## config.mk

```make
export PLATFORM = sky130hd
export DESIGN_NAME = uart_responder_flat
export DESIGN_NICKNAME = d
export VERILOG_FILES = /design/src/rtl/uart_responder_pkg.sv /design/src/rtl/uart_responder_if.sv /design/src/rtl/uart_responder_rx.sv /design/src/rtl/uart_responder.sv /design/src/flat_wrapper.sv
export SDC_FILE = /design/constraint.sdc
export NUM_CORES = 1
export LEC_CHECK = 0
export ABC_AREA = 1
export CORE_ASPECT_RATIO = 1.25
export CORE_MARGIN = 4
export CORE_UTILIZATION = 30
export CTS_CLUSTER_DIAMETER = 200
export DETAILED_ROUTE_END_ITERATION = 10
export PLACE_DENSITY = 0.44
export SKIP_LAST_GASP = 1
export SLEW_MARGIN = 20
export SYNTH_ARGS = -nofsm -noshare
export SYNTH_HDL_FRONTEND = slang
export SYNTH_SLANG_ARGS = --single-unit
```

## constraint.sdc

```tcl
create_clock -name clk -period 6.5 [get_ports clk]
set_input_delay 1.95 -clock clk [delete_from_list [all_inputs] [get_ports clk]]
set_output_delay 1.95 -clock clk [all_outputs]
set_load 0.02 [all_outputs]
```

## src/rtl/uart_responder_pkg.sv

```systemverilog
// Shared types and constants for the UART responder.
//   ctrl_state_t : request-handling FSM states (IDLE, TX, RXWAIT)
//   rx_state_t   : receive deserializer FSM states
//   RORS_SEND / RORS_RECV : values of the request-type input
//   DEFAULT_CLKS_PER_BIT  : 100 MHz / 115200 baud
//   UART_FRAME_BITS       : start + 8 data + stop
package uart_pkg;

    localparam int   DEFAULT_CLKS_PER_BIT = 868;
    localparam int   UART_FRAME_BITS      = 10;
    localparam logic RORS_SEND            = 1'b1;
    localparam logic RORS_RECV            = 1'b0;

    typedef enum logic [1:0] {
        CTRL_IDLE,
        CTRL_TX,
        CTRL_RXWAIT
    } ctrl_state_t;

    typedef enum logic [1:0] {
        RX_IDLE,
        RX_START,
        RX_DATA,
        RX_STOP
    } rx_state_t;

endpackage

```

## src/rtl/uart_responder_if.sv

```systemverilog
// Request/response handshake between the core controller and the UART responder.
//   uart_go    : 1-cycle request strobe (controller -> responder)
//   rors       : request type, 1 = send, 0 = receive
//   txdata     : byte to send
//   uart_done  : 1-cycle completion pulse (responder -> controller)
//   rxdata     : received byte, held until the next receive completes
//   rx_overrun : sticky flag, a received byte was dropped
interface uart_responder_if;

    logic       uart_go;
    logic       rors;
    logic [7:0] txdata;
    logic       uart_done;
    logic [7:0] rxdata;
    logic       rx_overrun;

    modport master (
        output uart_go, rors, txdata,
        input  uart_done, rxdata, rx_overrun
    );

    modport slave (
        input  uart_go, rors, txdata,
        output uart_done, rxdata, rx_overrun
    );

endinterface

```

## src/rtl/uart_responder_rx.sv

```systemverilog
// 8N1 serial receiver, free-running and independent of the transmitter.
//   clk, rst : system clock, synchronous active-high reset
//   rxd      : asynchronous serial input
//   push     : 1-cycle strobe, rx_byte holds a correctly framed byte
//   rx_byte  : last assembled byte (stable while no frame is in its data phase)
module uart_rx
    import uart_pkg::*;
#(
    parameter int CLKS_PER_BIT = DEFAULT_CLKS_PER_BIT
) (
    input  logic       clk,
    input  logic       rst,
    input  logic       rxd,
    output logic       push,
    output logic [7:0] rx_byte
);

    localparam int            CW      = $clog2(CLKS_PER_BIT);
    localparam logic [CW-1:0] HALF_M1 = CW'(CLKS_PER_BIT / 2 - 1);
    localparam logic [CW-1:0] FULL_M1 = CW'(CLKS_PER_BIT - 1);

    rx_state_t     state, state_nxt;
    logic          sync1, sync2;
    logic [CW-1:0] cnt;
    logic [2:0]    bit_idx;
    logic [7:0]    shreg;
    logic          push_nxt;
    logic          cnt_zero;

    assign cnt_zero = (cnt == '0);
    assign rx_byte  = shreg;

    // Two-flop synchronizer; held at the idle level in reset so no false start.
    always_ff @(posedge clk) begin
        if (rst) begin
            sync1 <= 1'b1;
            sync2 <= 1'b1;
        end else begin
            sync1 <= rxd;
            sync2 <= sync1;
        end
    end

    always_ff @(posedge clk) begin
        if (rst) state <= RX_IDLE;
        else     state <= state_nxt;
    end

    always_comb begin
        state_nxt = state;
        push_nxt  = 1'b0;
        case (state)
            RX_IDLE:  if (!sync2) state_nxt = RX_START;
            // Mid-start-bit re-check rejects short glitches.
            RX_START: if (cnt_zero) state_nxt = sync2 ? RX_IDLE : RX_DATA;
            RX_DATA:  if (cnt_zero && bit_idx == 3'd7) state_nxt = RX_STOP;
            // Leave right after the stop sample so a following start bit is caught.
            RX_STOP: begin
                if (cnt_zero) begin
                    state_nxt = RX_IDLE;
                    push_nxt  = sync2;
                end
            end
            default:  state_nxt = RX_IDLE;
        endcase
    end

    always_ff @(posedge clk) begin
        if (rst) push <= 1'b0;
        else     push <= push_nxt;
    end

    // Sample counter and shift register; reloaded from IDLE, so no reset needed.
    always_ff @(posedge clk) begin
        if (state == RX_IDLE) begin
            cnt     <= HALF_M1;
            bit_idx <= 3'd0;
        end else if (cnt_zero) begin
            cnt <= FULL_M1;
            if (state == RX_DATA) begin
                shreg   <= {sync2, shreg[7:1]};
                bit_idx <= bit_idx + 3'd1;
            end
        end else begin
            cnt <= cnt - 1'b1;
        end
    end

endmodule

```

## src/rtl/uart_responder.sv

```systemverilog
// UART responder for the core's SENDB/RECVB handshake: transmits one 8N1 byte
// or returns one byte from the RX FIFO, then pulses uart_done.
//   clk, rst : system clock, synchronous active-high reset
//   bus      : slave side of uart_responder_if (go/rors/txdata in, done/rxdata/overrun out)
//   uart_txd : serial output, idles high
//   uart_rxd : asynchronous serial input
module uart_responder
    import uart_pkg::*;
#(
    parameter int CLKS_PER_BIT = DEFAULT_CLKS_PER_BIT,
    parameter int FIFO_DEPTH   = 8
) (
    input  logic            clk,
    input  logic            rst,
    uart_responder_if.slave bus,
    output logic            uart_txd,
    input  logic            uart_rxd
);

    localparam int            CW         = $clog2(CLKS_PER_BIT);
    localparam int            AW         = $clog2(FIFO_DEPTH);
    localparam logic [CW-1:0] FULL_M1    = CW'(CLKS_PER_BIT - 1);
    localparam logic [3:0]    FRAME_LAST = 4'(UART_FRAME_BITS - 1);

    ctrl_state_t   state, state_nxt;
    logic          pop, tx_start, done_nxt;
    logic          done_r, overrun_r;
    logic [7:0]    rxdata_r;

    logic          rx_push;
    logic [7:0]    rx_byte;

    logic [7:0]    mem [FIFO_DEPTH];
    logic [AW:0]   wr_ptr, rd_ptr;
    logic          empty, full, wr_en;

    logic [8:0]    tx_sh;
    logic [CW-1:0] tx_cnt;
    logic [3:0]    tx_bit;
    logic          tx_last;

    uart_rx #(.CLKS_PER_BIT(CLKS_PER_BIT)) u_rx (
        .clk     (clk),
        .rst     (rst),
        .rxd     (uart_rxd),
        .push    (rx_push),
        .rx_byte (rx_byte)
    );

    assign bus.uart_done  = done_r;
    assign bus.rxdata     = rxdata_r;
    assign bus.rx_overrun = overrun_r;

    // Extra pointer MSB distinguishes full from empty when the indices match.
    assign empty   = (wr_ptr == rd_ptr);
    assign full    = (wr_ptr[AW] != rd_ptr[AW]) && (wr_ptr[AW-1:0] == rd_ptr[AW-1:0]);
    assign wr_en   = rx_push && (!full || pop);
    assign tx_last = (tx_cnt == '0) && (tx_bit == FRAME_LAST);

    always_ff @(posedge clk) begin
        if (rst) state <= CTRL_IDLE;
        else     state <= state_nxt;
    end

    always_comb begin
        state_nxt = state;
        pop       = 1'b0;
        tx_start  = 1'b0;
        done_nxt  = 1'b0;
        case (state)
            CTRL_IDLE: begin
                if (bus.uart_go) begin
                    if (bus.rors == RORS_SEND) begin
                        tx_start  = 1'b1;
                        state_nxt = CTRL_TX;
                    end else if (!empty) begin
                        pop      = 1'b1;
                        done_nxt = 1'b1;
                    end else begin
                        state_nxt = CTRL_RXWAIT;
                    end
                end
            end
            CTRL_TX: begin
                if (tx_last) begin
                    done_nxt  = 1'b1;
                    state_nxt = CTRL_IDLE;
                end
            end
            CTRL_RXWAIT: begin
                if (!empty) begin
                    pop       = 1'b1;
                    done_nxt  = 1'b1;
                    state_nxt = CTRL_IDLE;
                end
            end
            default: state_nxt = CTRL_IDLE;
        endcase
    end

    // Registered outputs; a reset mid-frame returns the line to idle at once.
    always_ff @(posedge clk) begin
        if (rst) begin
            done_r   <= 1'b0;
            rxdata_r <= 8'h00;
            uart_txd <= 1'b1;
        end else begin
            done_r <= done_nxt;
            if (pop) rxdata_r <= mem[rd_ptr[AW-1:0]];
            if (tx_start) begin
                uart_txd <= 1'b0;
            end else if (state == CTRL_TX && tx_cnt == '0) begin
                uart_txd <= tx_last ? 1'b1 : tx_sh[0];
            end
        end
    end

    // TX shifter holds the data bits then the stop bit; reloaded on every start.
    always_ff @(posedge clk) begin
        if (tx_start) begin
            tx_sh  <= {1'b1, bus.txdata};
            tx_cnt <= FULL_M1;
            tx_bit <= 4'd0;
        end else if (state == CTRL_TX) begin
            if (tx_cnt == '0) begin
                tx_sh  <= {1'b0, tx_sh[8:1]};
                tx_cnt <= FULL_M1;
                tx_bit <= tx_bit + 4'd1;
            end else begin
                tx_cnt <= tx_cnt - 1'b1;
            end
        end
    end

    always_ff @(posedge clk) begin
        if (rst) begin
            wr_ptr    <= '0;
            rd_ptr    <= '0;
            overrun_r <= 1'b0;
        end else begin
            if (wr_en) wr_ptr <= wr_ptr + 1'b1;
            if (pop)   rd_ptr <= rd_ptr + 1'b1;
            if (rx_push && full && !pop) overrun_r <= 1'b1;
        end
    end

    always_ff @(posedge clk) begin
        if (wr_en) mem[wr_ptr[AW-1:0]] <= rx_byte;
    end

endmodule
```

## src/flat_wrapper.sv

```systemverilog
// flat-port wrapper written by rule: the top's interface ports become plain ports
module uart_responder_flat import uart_pkg::*;
#(
    parameter int CLKS_PER_BIT = DEFAULT_CLKS_PER_BIT,
    parameter int FIFO_DEPTH   = 8
)
  (clk, rst, uart_txd, uart_rxd, bus_uart_go, bus_rors, bus_txdata, bus_uart_done, bus_rxdata, bus_rx_overrun);
  uart_responder_if bus_i ();
  input  logic clk;
  input  logic rst;
  output logic uart_txd;
  input  logic uart_rxd;
  input wire logic [$bits(bus_i.uart_go)-1:0] bus_uart_go;
  input wire logic [$bits(bus_i.rors)-1:0] bus_rors;
  input wire logic [$bits(bus_i.txdata)-1:0] bus_txdata;
  output wire logic [$bits(bus_i.uart_done)-1:0] bus_uart_done;
  output wire logic [$bits(bus_i.rxdata)-1:0] bus_rxdata;
  output wire logic [$bits(bus_i.rx_overrun)-1:0] bus_rx_overrun;
  assign bus_i.uart_go = bus_uart_go;
  assign bus_i.rors = bus_rors;
  assign bus_i.txdata = bus_txdata;
  assign bus_uart_done = bus_i.uart_done;
  assign bus_rxdata = bus_i.rxdata;
  assign bus_rx_overrun = bus_i.rx_overrun;
  uart_responder #(.CLKS_PER_BIT(CLKS_PER_BIT), .FIFO_DEPTH(FIFO_DEPTH)) u_core (.clk(clk), .rst(rst), .bus(bus_i), .uart_txd(uart_txd), .uart_rxd(uart_rxd));
endmodule
```

## Yosys cells after proc, flatten, opt, wreduce, memory -nomap -nowiden

Memory sizes are Yosys's and may differ from the RTL's. A register that Yosys moved wholly into a read port is not among the register bits.
Index checks and enable logic that the tools add are counted.

- Add/sub/neg operators: 6
- Muxes and demuxes: 31
- Reductions and logical operators: 25
- Equality and inequality tests: 18
- Bitwise operators: 3

Operators by type and width:

| cell | number |
|---|---|
| $mux W8 | 3 |
| $logic_not A10 Y1 | 2 |
| $mux W10 | 2 |
| $mux W2 | 10 |
| $sub A10 B1 Y10 const B | 2 |
| $add A4 B1 Y4 const B | 3 |
| $mux W1 | 12 |
| $ne A2 B2 Y1 const B | 6 |
| $pmux W2 S4 | 1 |
| $reduce_and A4 Y1 | 2 |
| $logic_and A1 B1 Y1 | 7 |
| $eq A2 B2 Y1 const B | 3 |
| $pmux W2 S3 | 1 |
| $reduce_and A2 Y1 | 3 |
| $reduce_bool A2 Y1 | 3 |
| $eq A2 B1 Y1 const B | 2 |
| $eq A4 B4 Y1 | 1 |
| $eq A4 B4 Y1 const B | 1 |
| $logic_not A2 Y1 | 2 |
| $add A3 B1 Y3 const B | 1 |
| $eq A3 B3 Y1 | 1 |
| $eq A3 B3 Y1 const B | 1 |
| $ne A3 B2 Y1 const B | 1 |
| $not A1 Y1 | 3 |
| other kinds (9) | 10 |

- Input bits: 13
- Bits in writable memories: 64
- Memories kept: 1
- Word-level logic and storage cells: 102
- Flip-flop bits (word level): 62
- Output and inout port bits: 11

Memories:

| memory | depth | bits a word | read ports | clocked after Yosys merged registers in | write ports | RTL line | source |
|---|---|---|---|---|---|---|---|
| u_core.mem | 8 | 8 | 1 | 1 | 1 | uart_responder.sv:33 | `logic [7:0] mem [FIFO_DEPTH];` |

## Depth between registers and ports, before layout

- Depth in word-level cells: 9
- Gate-level depth with buffers: 11
- Gate-level depth less buffers: 11

## Cells and area by module

A second synthesis with hierarchy kept.

- Cell total of the unflattened synthesis: 606
- Area, all modules: 5768.0 um^2

Modules (own cells, without submodules):

| module | instances | area an instance (um^2) | cells each | sequential area each (um^2) |
|---|---|---|---|---|
| uart_responder | 1 | 4675.7 | 485 | 2882.8 |
| uart_rx | 1 | 1092.3 | 121 | 600.6 |

## Least setup slack after synthesis

Ideal clock, no wire load.

- Path kind: input-to-reg
- From: input bus_rors
- To: memory u_core.mem[6][0], enable pin
- Slack: 3.040 ns
- Stages: 6
- Library setup time: 0.383 ns
- Path buffers: 0
- Arrival time: 3.077 ns
- Data required time: 6.117 ns
- Cells stage by stage: nand3b_1 nand2_2 inv_1 nand4_4 nand3_2 nor3_1

- Longest elaborated chain between the ends: 7

RTL lines:

| item | RTL line | source |
|---|---|---|
| start, declared | flat_wrapper.sv:14 | `input wire logic [$bits(bus_i.rors)-1:0] bus_rors;` |
| $mux W1 | uart_responder.sv:73 | `if (bus.rors == RORS_SEND) begin` |
| $mux W1 | uart_responder.sv:72 | `if (bus.uart_go) begin` |
| $pmux W1 S2 | uart_responder.sv:70 | `case (state)` |
| $logic_or A1 B1 Y1 | uart_responder.sv:57 | `assign wr_en = rx_push && (!full \|\| pop);` |
| $logic_and A1 B1 Y1 | uart_responder.sv:57 |  |
| $mux W1 | uart_responder.sv:148 | `if (wr_en) mem[wr_ptr[AW-1:0]] <= rx_byte;` |
| $mux W1 (implied by the code) | uart_responder.sv:148 |  |
| end, declared | uart_responder.sv:33 |  |

No other way between the ends.

## Worst setup path after layout

- From: input bus_rors
- To: memory u_core.mem[3][6], enable pin

Same word-level chain as after synthesis.

==> impl.org <==
** Floorplanning
- FP Rows :: 55
- Overall die area :: 21070 um^2
- The core region is 18310 um^2.
- Die Y-Extent :: 161.3 um
- Starting Density :: 30.81%
- The die is 130.6 um wide.
- I/O pin count :: 24

** Synth
- Most instantiated flip-flop cell in the synthesis netlist :: sky130_fd_sc_hd__edfxtp_1
- Yosys mapped a number of flops with a built-in enable equal to 80.
- Yosys instantiated no cell more often than sky130_fd_sc_hd__nand2_1.
- After synthesis, the largest area contributor takes up 42.60% of total cell area.
- Largest area contributor in the synthesized netlist :: sky130_fd_sc_hd__edfxtp_1
- Nets in the synthesized netlist :: 588
- Averaged over all synthesized cells, the footprint is 9.981 um^2.
- In this run, synthesis produced a sequential element count of 134.
- Counting every instance in the synthesized netlist gives 565.
- Summed instance area of the synthesized netlist :: 5639 um^2
- Sorting the synthesized cells by how often they occur yields sky130_fd_sc_hd__nand2_1, sky130_fd_sc_hd__nor2_1, sky130_fd_sc_hd__edfxtp_1, sky130_fd_sc_hd__dfxtp_1, sky130_fd_sc_hd__o21ai_0.
- After synthesis, flip-flops and latches occupy 61.77% of the total area.
- Yosys attributes the largest share of cell area to sky130_fd_sc_hd__edfxtp_1, sky130_fd_sc_hd__dfxtp_1, sky130_fd_sc_hd__nand2_1.
- Async SR Flop Fraction :: 0%
- In this run, distinct cell masters in the synthesized netlist total 38.
- Synthesis warning total :: 0

** Global routing
- Vias in the first global route :: 3892
- Number of antenna violations at the first check in global routing :: 0
- Entering global routing, the biggest net connects 37 pins.
- Global-route wire length before repair :: 20030 um
- All-layer global routing usage :: 12.48%
- Remaining Overflow, GRT :: 0

** Outcome
- Outcome :: finished clean

** Final layout
- Relative to the synthesized area, the layout overhead comes to 17.55%.
- Cells with a size suffix above 1 make up 11.57% of the layout.
- Sequential cell area in the final layout :: 3483 um^2
- Final non-filler cell total :: 833
- The multi-input combinational cells in the finished layout cover a total of 1901 um^2.
- The final layout contains 615 nets.
- Fill cell count :: 1824
- The number of antenna diodes in the final layout is 0.

** Timing
- After routing, the total negative slack on setup checks comes to 0 ns.
- Measured slew at the worst slew-check pin :: 1.041 ns
- Hold is met by 0.4090 ns.
- Hold Vio Cnt, Final :: 0
- The worst path in the final design needs a cycle of 3.784 ns, including I/O delays and setup.
- RSZ-0062 raised after global routing :: no
- In the finished design, the share of the clock period the worst path needs comes to 58.21%.
- Max-slew headroom :: 30.06%
- For this run, the top clock speed supported by timing is 264.3 MHz.
- Total count of max-transition violations in the final report :: 0
- Setup violation total in the final timing report :: 0
- The clock arrives with 0.01239 ns of skew.

** Worst setup path
- Sort of element at the end of the critical path :: flip-flop
- Data on the critical path arrives at its endpoint at 3.81 ns.
- The worst setup path is of the input pin to flip-flop kind.
- Kind of start point of the critical path :: input pin
- Data on the critical path is required at its endpoint by 6.52 ns.
- R2R Setup Slk :: 3.92 ns
- In this run the worst path has a maximum fanout of 8.

** Power and ir drop
- Total power :: 1.914 mW
- The analysis attributes to cell leakage a power of 2.429 nW.
- For this design the ratio of total power to cell area is 288.7 nW/um^2.
- Worst voltage drop across the vdd grid :: 0.1903 mV

** Placement
- Number of I/O port buffers :: 23
- Detailed Place HPWL :: 8487 um
- Number of instances in the placed design :: 801
- The congestion estimate from routability-driven global placement came to 0.8044.

** Flow run
- Count of maximum capacitance violations :: 0

** Routing
- Wire length after detailed routing :: 12510 um
- For this run, the detailed router's first-pass iteration total came to 4.
- In the routed design, unresolved DRC markers number 0.
- After the first detailed-routing iteration, the DRC count stood at 216.
- Wire per inst :: 15.02 um
- Detailed routing inserted a total of 3869 vias.
- The detail route stage leaves a number of antenna-violating nets equal to 0.
- Routed vias/inst :: 4.645

** Worst hold path
- The path class of the tightest hold or removal check is flip-flop to flip-flop.

** Clock network
- TritonCTS built the clock tree.
- Total number of clock tree sinks :: 134
- Hold repair after CTS inserted 0 buffers.
- After clock tree synthesis, the setup repair step added 0 buffers.
- The clock reaches the later pin of the worst-skew pair after 0.41 ns.
- The number of clock buffers added by TritonCTS is 17.
- Deepest level of the CTS H-tree :: 4
- CTS placed an instance of sky130_fd_sc_hd__clkbuf_16 at the clock tree root.
- Resized cells post-CTS :: 0
- Clock edge transition at the registers on the reported setup and hold paths :: 0.05 ns
- No sink is reached through more buffers than the 2 on the longest clock path.
[cells by family (layout without fill, tap and decap cells)]
family          after synthesis  after routing  synth area share [%]
flops                       134            134                 61.77
buf+inv                      63            103                 4.792
simple gates                250            250                 19.64
fa+ha+maj                    10             10                 2.219
compound gates               96             96                 9.718
xor+xnor                     12             12                 1.864
[registers in the layout, summed over array words and instances, names as in the netlist, named ones only]
register and cells:
u_core.bus.rx_overrun 1, u_core.bus.rxdata 8, u_core.bus.uart_done 1, u_core.mem 64, u_core.rd_ptr 4, u_core.state 2, u_core.tx_bit 4, u_core.tx_cnt 10
u_core.tx_sh 9, u_core.u_rx.bit_idx 3, u_core.u_rx.cnt 10, u_core.u_rx.push 1, u_core.u_rx.rx_byte 8, u_core.u_rx.state 1, u_core.u_rx.sync1 1, u_core.u_rx.sync2 1
u_core.uart_txd 1, u_core.wr_ptr 4
[per-layer routing]
metal / wire length, um / global-route usage (%) / vias to the layer above / part of all wire, %
li1: - / - / 1964 / -
met1: 5637 / 15.40 / 1841 / 45
met2: 6342 / 20.69 / 55 / 51
met3: 393 / 3.308 / 9 / 3.1
met4: 138 / 4.771 / 0 / 1.1
met5: 0 / 0 / - / 0
[power breakdown]
| part | internal (mW) | total, mW | leakage, nW | switching [mW] |
|---|---|---|---|---|
| clock | 0.531 | 0.873 | 0.261 | 0.342 |
| combinational | 0.0394 | 0.111 | 1.01 | 0.0716 |
| sequential | 0.916 | 0.930 | 1.16 | 0.0138 |
| total | 1.49 | 1.91 | 2.43 | 0.427 |
[area by class of cell]
class | instances | area share (%)
Timing Repair Buffer | 25 | 3.700
Clock buffer | 22 | 6.852
Clock inverter | 10 | 1.246
Sequential cell | 134 | 52.55
Multi-Input combinational cell | 368 | 28.67
Tap cell | 228 | 4.304
Inverter | 46 | 2.680
[per-stage QoR]
stage	worst slack, ns	instance area (um^2)	util [%]
3_5_place_dp	2.136	6077	33.20
5_1_grt	2.572	6629	36.21
4_1_cts	2.576	6614	36.13
3_3_place_gp	2.243	6077	33.20
6_report	2.716	6629	36.21
2_1_floorplan	3.040	5639	-
[cell usage in the layout (no fill, tap or decap), types with 3 or more instances in the layout]
cell / netlist / final
sky130_fd_sc_hd__xor2_1: 9 / 9
sky130_fd_sc_hd__inv_2: 7 / 7
sky130_fd_sc_hd__nand3_1: 22 / 22
sky130_fd_sc_hd__o21ai_2: 8 / 8
sky130_fd_sc_hd__a21oi_1: 21 / 21
sky130_fd_sc_hd__dfxtp_1: 54 / 54
sky130_fd_sc_hd__nand2_4: 3 / 3
sky130_fd_sc_hd__nor2_4: 4 / 4
sky130_fd_sc_hd__nand4_1: 3 / 3
sky130_fd_sc_hd__or2_2: 3 / 3
sky130_fd_sc_hd__edfxtp_1: 80 / 80
sky130_fd_sc_hd__clkbuf_1: 6 / 4
sky130_fd_sc_hd__nor3_2: 0 / 3
sky130_fd_sc_hd__nor2_2: 3 / 3
sky130_fd_sc_hd__o21ai_0: 44 / 44
sky130_fd_sc_hd__clkinv_2: 0 / 5
sky130_fd_sc_hd__ha_1: 10 / 10
sky130_fd_sc_hd__nand2_1: 110 / 110
sky130_fd_sc_hd__clkdlybuf4s50_1: 0 / 23
sky130_fd_sc_hd__nor2_1: 82 / 82
sky130_fd_sc_hd__o22ai_1: 17 / 17
sky130_fd_sc_hd__clkbuf_16: 0 / 17
sky130_fd_sc_hd__nand2_2: 3 / 3
sky130_fd_sc_hd__nand3b_1: 3 / 3
sky130_fd_sc_hd__inv_1: 37 / 37
sky130_fd_sc_hd__nor3_1: 9 / 6
sky130_fd_sc_hd__xnor2_1: 3 / 3
[final timing paths]
kind	startpoint	end	depth (start not counted)
max reg2reg	u_core.rd_ptr[0]$_SDFFE_PP0N_	u_core.mem[3][6]$_DFFE_PP_	8
min	u_core.u_rx.cnt[0]$_SDFF_PP1_	u_core.u_rx.cnt[0]$_SDFF_PP1_	1
min reg2reg	u_core.u_rx.cnt[0]$_SDFF_PP1_	u_core.u_rx.cnt[0]$_SDFF_PP1_	1
max	bus_rors	u_core.mem[3][6]$_DFFE_PP_	7
[critical path: stages]
cell,delay [ns]
sky130_fd_sc_hd__clkdlybuf4s50_1,0.43
sky130_fd_sc_hd__nand3b_1,0.21
sky130_fd_sc_hd__nand2_2,0.12
sky130_fd_sc_hd__inv_1,0.07
sky130_fd_sc_hd__nand4_4,0.11
sky130_fd_sc_hd__nand2_4,0.11
sky130_fd_sc_hd__nor3_1,0.81
Power figures use the tool's default switching activity.
